### src/rtl/div_nonrest_pkg.sv
`default_nettype none
// ============================================================================
// Module   : div_nonrest_pkg
// Brief    : Shared FPU divider types: FSM state encoding and latency constants.
// Revision : 1.0 - initial release
// ============================================================================
package div_nonrest_pkg;

    typedef enum logic [1:0] {
        ST_IDLE = 2'd0,
        ST_CALC = 2'd1,
        ST_CORR = 2'd2,
        ST_DONE = 2'd3
    } div_state_t;

    localparam int DIV_W   = 16;
    localparam int DIV_LAT = DIV_W + 2;

    function automatic int div_cnt_w(input int w);
        return $clog2(w + 1);
    endfunction

endpackage
`default_nettype wire

### src/rtl/add_subb.sv
`default_nettype none
// ============================================================================
// Module   : add_subb
// Brief    : Two's-complement adder/subtractor; each operand may be negated.
// Revision : 1.0 - initial release
// ============================================================================
module add_subb #(
    parameter int WIDTH = 17
) (
    input  logic [WIDTH-1:0] a,
    input  logic [WIDTH-1:0] b,
    input  logic             subb_a,
    input  logic             subb_b,
    output logic [WIDTH-1:0] sum
);

    logic [WIDTH-1:0] w_a_op;
    logic [WIDTH-1:0] w_b_op;

    assign w_a_op = subb_a ? ~a : a;
    assign w_b_op = subb_b ? ~b : b;

    // Negation is invert-plus-one; the carry-out falls off the top.
    assign sum = w_a_op + w_b_op + WIDTH'(subb_a) + WIDTH'(subb_b);

endmodule
`default_nettype wire

### src/rtl/div_nonrest.sv
`default_nettype none
// ============================================================================
// Module   : div_nonrest
// Brief    : Iterative unsigned non-restoring divider, one quotient bit/cycle.
// Revision : 1.0 - initial release
// ============================================================================
module div_nonrest
    import div_nonrest_pkg::*;
#(
    parameter int W = 16
) (
    input  logic         clk,
    input  logic         rst,
    input  logic         in_valid,
    output logic         in_ready,
    input  logic [W-1:0] dividend,
    input  logic [W-1:0] divisor,
    output logic         out_valid,
    input  logic         out_ready,
    output logic [W-1:0] quotient,
    output logic [W-1:0] remainder,
    output logic         div_by_zero
);

    localparam int CW = $clog2(W + 1);
    localparam logic [CW-1:0] c_last = CW'(W - 1);

    div_state_t     r_state;
    div_state_t     w_state_nxt;
    logic           r_rdy_en;
    logic [W:0]     r_r;
    logic [W-1:0]   r_q;
    logic [W-1:0]   r_d;
    logic [CW-1:0]  r_cnt;
    logic [W-1:0]   r_quotient;
    logic [W-1:0]   r_remainder;
    logic           r_dbz;

    logic           w_accept;
    logic [W:0]     w_r_shift;
    logic [W:0]     w_add_a;
    logic [W:0]     w_add_b;
    logic           w_subb_b;
    logic [W:0]     w_sum;

    assign w_r_shift = {r_r[W-1:0], r_q[W-1]};
    assign w_add_a   = (r_state == ST_CORR) ? r_r : w_r_shift;
    assign w_add_b   = {1'b0, r_d};
    // Sign of the partial remainder picks subtract (non-negative) or add-back.
    assign w_subb_b  = (r_state == ST_CALC) ? ~r_r[W] : 1'b0;

    add_subb #(
        .WIDTH (W + 1)
    ) u_add_subb (
        .a      (w_add_a),
        .b      (w_add_b),
        .subb_a (1'b0),
        .subb_b (w_subb_b),
        .sum    (w_sum)
    );

    always_ff @(posedge clk) begin
        if (rst) begin
            r_state  <= ST_IDLE;
            r_rdy_en <= 1'b0;
        end else begin
            r_state  <= w_state_nxt;
            r_rdy_en <= 1'b1;
        end
    end

    always_comb begin
        w_state_nxt = r_state;
        w_accept    = 1'b0;
        in_ready    = 1'b0;
        out_valid   = 1'b0;
        case (r_state)
            ST_IDLE: begin
                in_ready = r_rdy_en;
                if (r_rdy_en && in_valid) begin
                    w_accept    = 1'b1;
                    w_state_nxt = (divisor == '0) ? ST_DONE : ST_CALC;
                end
            end
            ST_CALC: begin
                if (r_cnt == c_last) begin
                    w_state_nxt = ST_CORR;
                end
            end
            ST_CORR: begin
                w_state_nxt = ST_DONE;
            end
            ST_DONE: begin
                out_valid = 1'b1;
                if (out_ready) begin
                    w_state_nxt = ST_IDLE;
                end
            end
            default: begin
                w_state_nxt = ST_IDLE;
            end
        endcase
    end

    always_ff @(posedge clk) begin
        if (rst) begin
            r_r         <= '0;
            r_q         <= '0;
            r_d         <= '0;
            r_cnt       <= '0;
            r_quotient  <= '0;
            r_remainder <= '0;
            r_dbz       <= 1'b0;
        end else begin
            case (r_state)
                ST_IDLE: begin
                    if (w_accept) begin
                        if (divisor == '0) begin
                            r_quotient  <= '1;
                            r_remainder <= dividend;
                            r_dbz       <= 1'b1;
                        end else begin
                            r_r   <= '0;
                            r_q   <= dividend;
                            r_d   <= divisor;
                            r_cnt <= '0;
                        end
                    end
                end
                ST_CALC: begin
                    r_r   <= w_sum;
                    r_q   <= {r_q[W-2:0], ~w_sum[W]};
                    r_cnt <= r_cnt + CW'(1);
                end
                ST_CORR: begin
                    r_quotient  <= r_q;
                    r_remainder <= r_r[W] ? w_sum[W-1:0] : r_r[W-1:0];
                    r_dbz       <= 1'b0;
                end
                default: begin
                end
            endcase
        end
    end

    assign quotient    = r_quotient;
    assign remainder   = r_remainder;
    assign div_by_zero = r_dbz;

endmodule
`default_nettype wire
### config.mk
export PLATFORM = sky130hd
export DESIGN_NAME = div_nonrest
export DESIGN_NICKNAME = d
export VERILOG_FILES = /design/src/rtl/div_nonrest_pkg.sv /design/src/rtl/add_subb.sv /design/src/rtl/div_nonrest.sv
export SDC_FILE = /design/constraint.sdc
export NUM_CORES = 1
export LEC_CHECK = 0
export ABC_CLOCK_PERIOD_IN_PS = 4050
export BUFFER_PORTS_ARGS = -buffer_cell sky130_fd_sc_hd__buf_2
export CAP_MARGIN = 20
export CORE_MARGIN = 2
export CORE_UTILIZATION = 30
export CTS_CLUSTER_DIAMETER = 80
export DETAILED_ROUTE_END_ITERATION = 7
export GPL_ROUTABILITY_DRIVEN = 0
export PLACE_DENSITY = 0.54
export SETUP_SLACK_MARGIN = 0.3
export SKIP_LAST_GASP = 1
export SLEW_MARGIN = 10
export SYNTH_ARGS = -nofsm -noshare
export SYNTH_HDL_FRONTEND = slang
export SYNTH_SLANG_ARGS = --single-unit
### constraint.sdc
create_clock -name clk -period 4.05 [get_ports clk]
set_clock_uncertainty 0.05 [all_clocks]
set_input_delay 0.6075 -clock clk [delete_from_list [all_inputs] [get_ports clk]]
set_output_delay 0.6075 -clock clk [all_outputs]
set_load 0.02 [all_outputs]
### After elaboration in Yosys (flattened, before gate mapping)

Cells that the tools add are included.

| word-level totals | value |
|---|---|
| register bits | 90 |
| latch bits | 0 |
| RAM bits | 0 |
| bits in read-only memories | 0 |
| logic and storage cells | 67 |
| memories kept | 0 |

| cells by class | value |
|---|---|
| $add $sub $neg | 3 |
| $mul | 0 |
| divide/modulo/power cells | 0 |
| magnitude comparators | 0 |
| equal/unequal tests | 10 |
| shift-type cells | 0 |
| multiplexer cells | 32 |
| bitwise gates (word level) | 4 |
| reduce and logical (&&, ||, !) cells | 9 |

Operator list:

| operator | number |
|---|---|
| 16-bit 2-to-1 mux | 7 |
| 16-bit one-hot mux with 2 select lines | 3 |
| 17-bit 2-to-1 mux | 4 |
| 17-bit one-hot mux with 2 select lines | 1 |
| 17-bit by 1-bit adder with 17-bit output | 1 |
| 17-bit adder | 1 |
| 16-bit inverter with 17-bit output | 1 |
| 16-bit logical NOT | 1 |
| 3-bit AND reduction | 4 |
| 5-bit 2-to-1 mux | 2 |
| 2-bit != test (second input constant) | 5 |
| 5-bit one-hot mux with 2 select lines | 1 |
| 1-bit 2-to-1 mux | 8 |
| 2-bit 2-to-1 mux | 4 |
| 2-bit one-hot mux with 4 select lines | 1 |
| 5-bit by 1-bit adder with 5-bit output (second input constant) | 1 |
| 5-bit by 4-bit == test with 1-bit output (second input constant) | 1 |
| 2-bit == test (second input constant) | 2 |
| 2-bit nonzero test | 2 |
| 1-bit inverter | 3 |
| 2-bit by 1-bit == test with 1-bit output (second input constant) | 1 |
| 2-bit logical NOT | 1 |
| 2-bit by 1-bit != test with 1-bit output (second input constant) | 1 |
| 1-bit one-hot mux with 2 select lines | 1 |
| 1-bit logical AND | 1 |

### Logic depth before layout (Yosys ltp)

| depth | value |
|---|---|
| depth after elaboration | 7 |
| gate-level depth with buffers | 16 |

### By module

Synthesis repeated with hierarchy kept, for this count alone.

| unflattened totals | value |
|---|---|
| cell total of the unflattened synthesis | 670 |
| area, all modules | 5866.9 µm² |

By module, submodules not included:

| module | instances | cells each | area an instance (µm²) | seq. area each (µm²) |
|---|---|---|---|---|
| div_nonrest | 1 | 514 | 4549.4 | 1801.7 |
| add_subb | 1 | 156 | 1317.5 | 0.0 |

### Worst setup path after synthesis

OpenSTA, ideal clock, no wires.

| path | value |
|---|---|
| kind | flip-flop to flip-flop |
| start point | reg r_state[0] |
| end point | reg r_r[16] |
| arrival | 3.262 ns |
| slack | 0.622 ns |
| cell stages (with the launch flop) | 14 |
| clock period less this slack | 3.428 ns |
| cell sequence | dfxtp_1 -> inv_1 -> ha_1 -> clkbuf_1 -> buf_1 -> mux2_2 -> ha_1 -> nor2b_1 -> o31a_1 -> o211a_1 -> o31ai_1 -> o21ai_0 -> xnor2_1 -> a22o_1 |

| on the way | value |
|---|---|
| word-level cells in the longest chain between the ends | 6 |
| elaborated cells between the ends (all ways) | 14 |

RTL lines:

| item | line | text |
|---|---|---|
| from (decl) | div_nonrest.sv:28 | `div_state_t r_state;` |
| from (signal assigned) | div_nonrest.sv:67 | `r_state <= w_state_nxt;` |
| 2-bit by 1-bit == test with 1-bit output | div_nonrest.sv:50, div_nonrest.sv:115 |  |
| 1-bit 2-to-1 mux | div_nonrest.sv:50 | `assign w_subb_b = (r_state == ST_CALC) ? ~r_r[W] : 1'b0;` |
| 17-bit 2-to-1 mux | add_subb.sv:21 | `assign w_b_op = subb_b ? ~b : b;` |
| 17-bit adder | add_subb.sv:24 | `assign sum = w_a_op + w_b_op + WIDTH'(subb_a) + WIDTH'(subb_b);` |
| 17-bit by 1-bit adder with 17-bit output | add_subb.sv:24 |  |
| 17-bit one-hot mux with 2 select lines | div_nonrest.sv:115 | `case (r_state)` |
| to (signal assigned) | div_nonrest.sv:131 | `r_r <= w_sum;` |
| to (decl) | div_nonrest.sv:31 | `logic [W:0] r_r;` |

Parallel ways exist; a longest one is shown, timed or not.
A chain may end at the register's enable or synchronous reset.

### Final worst setup path

Ends and elaborated chain as after synthesis.

==> run_results.csv <==
group,metric,value,unit
yosys,syn_nets,656,
route,wl_per_cell,16.1,µm
clock_network,ctsResizeCount,0,
worst_setup_path,crit_path_cell_trace,"inv_1 > ha_1 > buf_4 > mux2_2 > ha_1 > nand2_1 > o31ai_1 > o31ai_1 > o21ai_0 > xnor2_1 > a22o_1",
power,ir_worst_vdd,0.000237,V
run,drv_cap,0,
placement,dpl_cell_area,5470,µm²
timing,tightest_slew,1070,ps
yosys,synth.ff_latch_count,90,
power,p_int,2.15,mW
yosys,seq_area_frac_synth,36.5,%
power,power.density,635,nW/µm²
worst_setup_path,endpoint_kind,"flop",
clock_network,clk_latency,350,ps
final_layout,antenna_cells,0,
route,ant_nets,0,
clock_network,cts_buffers,9,
timing,drv_slew,0,
global_route,track_usage,16.4,%
timing,setup_viol,0,
route,drt_iter0_markers,206,
power,combPwrFrac,44.6,%
route,totalWireLength,14.0,mm
final_layout,fin_nets,706,
route,dr.pass1.iters,5,
worst_setup_path,path_class,"flop to flop",
clock_network,cts.root.buffer_cell,"clkbuf_16",
final_layout,fin_area,5770,µm²
floorplanning,rows,46,
route,vias_per_cell,5.09,
yosys,yosys_warnings,0,
worst_setup_path,cp-startpoint,"r_state[0]",
worst_setup_path,cp.required,4250,ps
placement,portBuffers,70,
yosys,synth_edf_count,0,
route,drcViolationCount,0,
global_route,grt_pass1_vias,4323,
floorplanning,dieWidth,132,µm
timing,period_share,84.5,%
yosys,syn-cell-area,4930,µm²
global_route,grt.overflow.total,0,
floorplanning,fp.coreArea,16000,µm²
yosys,ys_types,59,
floorplanning,dieArea,17500,µm²
timing,tns,0,ps
worst_setup_path,crit_fanout,25,
power,p_sw,1.51,mW
route,vias,4424,
outcome,status,"complete, no violations",
placement,dp_slack,643,ps
power,p_clk_share,23.4,%
clock_network,cts_sinks,90,
yosys,synthCells,598,
timing,finalHoldViolCount,0,
floorplanning,die_h,132,µm
worst_hold_path,min_from,"quotient[9]",
timing,fin_ws,626,ps
yosys,synthFlopType,"dfxtp_1",
global_route,grt_max_degree,43,
floorplanning,start_util,30.8,%
timing,finalCriticalPeriod,3420,ps
final_layout,drive_above_1_share,18.2,%
power,swShare,41.3,%
worst_setup_path,slowest_delay,430,ps
clock_network,cts.repair_timing.setup_buffer_count,0,
worst_setup_path,cp_slowest_cell,"ha_1",
global_route,grt_pass1_wl,23.0,mm
clock_network,clockBufferDepth,2,
floorplanning,io_pins,71,
worst_setup_path,startpoint_type,"flop",
power,power_frac_seq,32.0,%
timing,slew_headroom,28.2,%
worst_setup_path,r2r-start,"r_state[0]",
worst_setup_path,arrival,3620,ps
yosys,async_flop_share,0,%
power,report.power.total,3.67,mW
placement,dp_hpwl,10.4,mm
worst_hold_path,hold_class,"flop to flop",
final_layout,syn_to_final_growth,17.0,%
clock_network,hold_buffers,0,
global_route,grt_antenna_before_repair,0,
timing,fmax,292,MHz
clock_network,clk_pin_slew,70,ps
yosys,synth_area_per_cell,8.25,µm²
power,p_leak,2.45,nW
clock_network,cts_tree,"done",
timing,rsz0062_at_grt,"false",
clock_network,htreeDepth,3,
## layer usage
| layer | up-vias | track usage (%) | part of all wire (%) |
|---|---|---|---|
| met4 | 0 | 3.70 | 1.4 |
| met5 | - | 0 | 0 |
| met3 | 15 | 4.31 | 4.8 |
| met2 | 111 | 25.7 | 44 |
| met1 | 2070 | 22.8 | 49 |
| li1 | 2228 | - | - |
## cells by family (layout without fill, tap and decap cells)
group           count (synthesis)  count (layout)  synth area share, %
xor+xnor                       31              31                 5.50
fa+ha+maj                      22              22                 5.73
simple gates                  185             185                 16.4
mux                            40              40                 8.42
buf+inv                        58             113                 4.79
flops                          90              90                 36.5
compound gates                172             172                 22.6
## worst max-delay path: cells and delay by family (launching register included)
family / cells / cell delay, ps
AOI/OAI and AO/OA: 4 / 1120
xor gates and xnor gates: 1 / 140
adders and majority gates: 2 / 770
buffers and inverters: 2 / 410
DFF: 1 / 340
muxes: 1 / 380
and+or+nand+nor: 1 / 120
## power by group through the flow
stage / combinational, mW / sequential (mW) / clock [mW]
2_1_floorplan: 1.14 / 1.24 / 0
3_3_place_gp: 1.59 / 1.19 / 0
3_5_place_dp: 1.62 / 1.19 / 0
4_1_cts: 1.63 / 1.18 / 0.882
5_1_grt: 1.80 / 1.20 / 0.924
6_report: 1.63 / 1.17 / 0.857
## registers in the layout, indices dropped and copies added, names as in the netlist
name and count:
r_state 2, remainder 16, r_q 16, quotient 16
div_by_zero 1, r_r 17, r_d 16, r_cnt 5
r_rdy_en 1
## cell usage after synthesis, types with 2 or more instances
master	instances	area share [%]
a211oi_1	9	1.4
or3_1	3	0.38
xnor2_1	26	4.6
and3_1	5	0.63
and2_1	2	0.25
o211ai_1	5	0.76
buf_6	2	0.46
o21ai_0	43	4.4
a31oi_1	4	0.51
o2111ai_1	2	0.36
dfxtp_1	90	37
o22ai_1	17	2.2
a21o_1	6	0.91
nor2_1	75	5.7
o21a_1	4	0.61
nor4_1	5	0.63
nand3_1	6	0.61
a21oi_1	46	4.7
mux2_2	12	2.7
inv_1	16	1.2
buf_2	3	0.30
a22o_1	2	0.36
ha_1	21	5.3
buf_1	2	0.15
o31ai_1	2	0.30
nor2b_1	6	0.76
clkbuf_1	35	2.7
o211a_1	2	0.41
nand4_1	2	0.25
nor3_1	19	1.9
xor2_1	5	0.89
a22oi_1	11	1.7
nand2_1	56	4.3
mux2i_1	28	5.7
nand2b_1	2	0.25
## cells in the final DEF, fill, tap and decap left out, drive strengths merged, types with 2 or more instances in the layout
master   instances
dfxtp           90
buf             81
nor2            76
nand2           56
a21oi           46
o21ai           44
mux2i           28
xnor2           26
ha              21
nor3            19
inv             19
o22ai           18
mux2            12
a22oi           11
clkbuf          10
a211oi           9
nand3            6
a21o             6
nor2b            6
and3             5
nor4             5
xor2             5
o211ai           5
o21a             4
a31oi            4
o31ai            4
or3              3
nand2b           3
and2             2
nand4            2
o211a            2
o2111ai          2
a22o             2
o221a            2
o41ai            2
clkinv           2
## layout make-up
type,count,area [µm²]
fillers,1724,10200
multi-input cells,450,2910
flip-flops and latches,90,1800
repair buffers,81,433
well taps,216,270
clock buffers,10,229
clock inverters,6,72.6
inverters,16,60.1
## metrics by stage
stage                     hold slack (ps)  std cells  utilization [%]
after floorplan                       397        598                -
after global placement                387        853             34.2
after detailed placement              392        853             34.2
after CTS                             400        869             36.1
after global routing                  421        869             36.1
final                                 397        869             36.1
## final timing paths
kind / end / slack [ps] / depth (start not counted)
min reg2reg: quotient[9] / 400 / 2
min: quotient[9] / 400 / 2
max: r_r[16] / 630 / 11
max reg2reg: r_r[16] / 630 / 11
No activity file was read; power rests on OpenSTA's default activity.
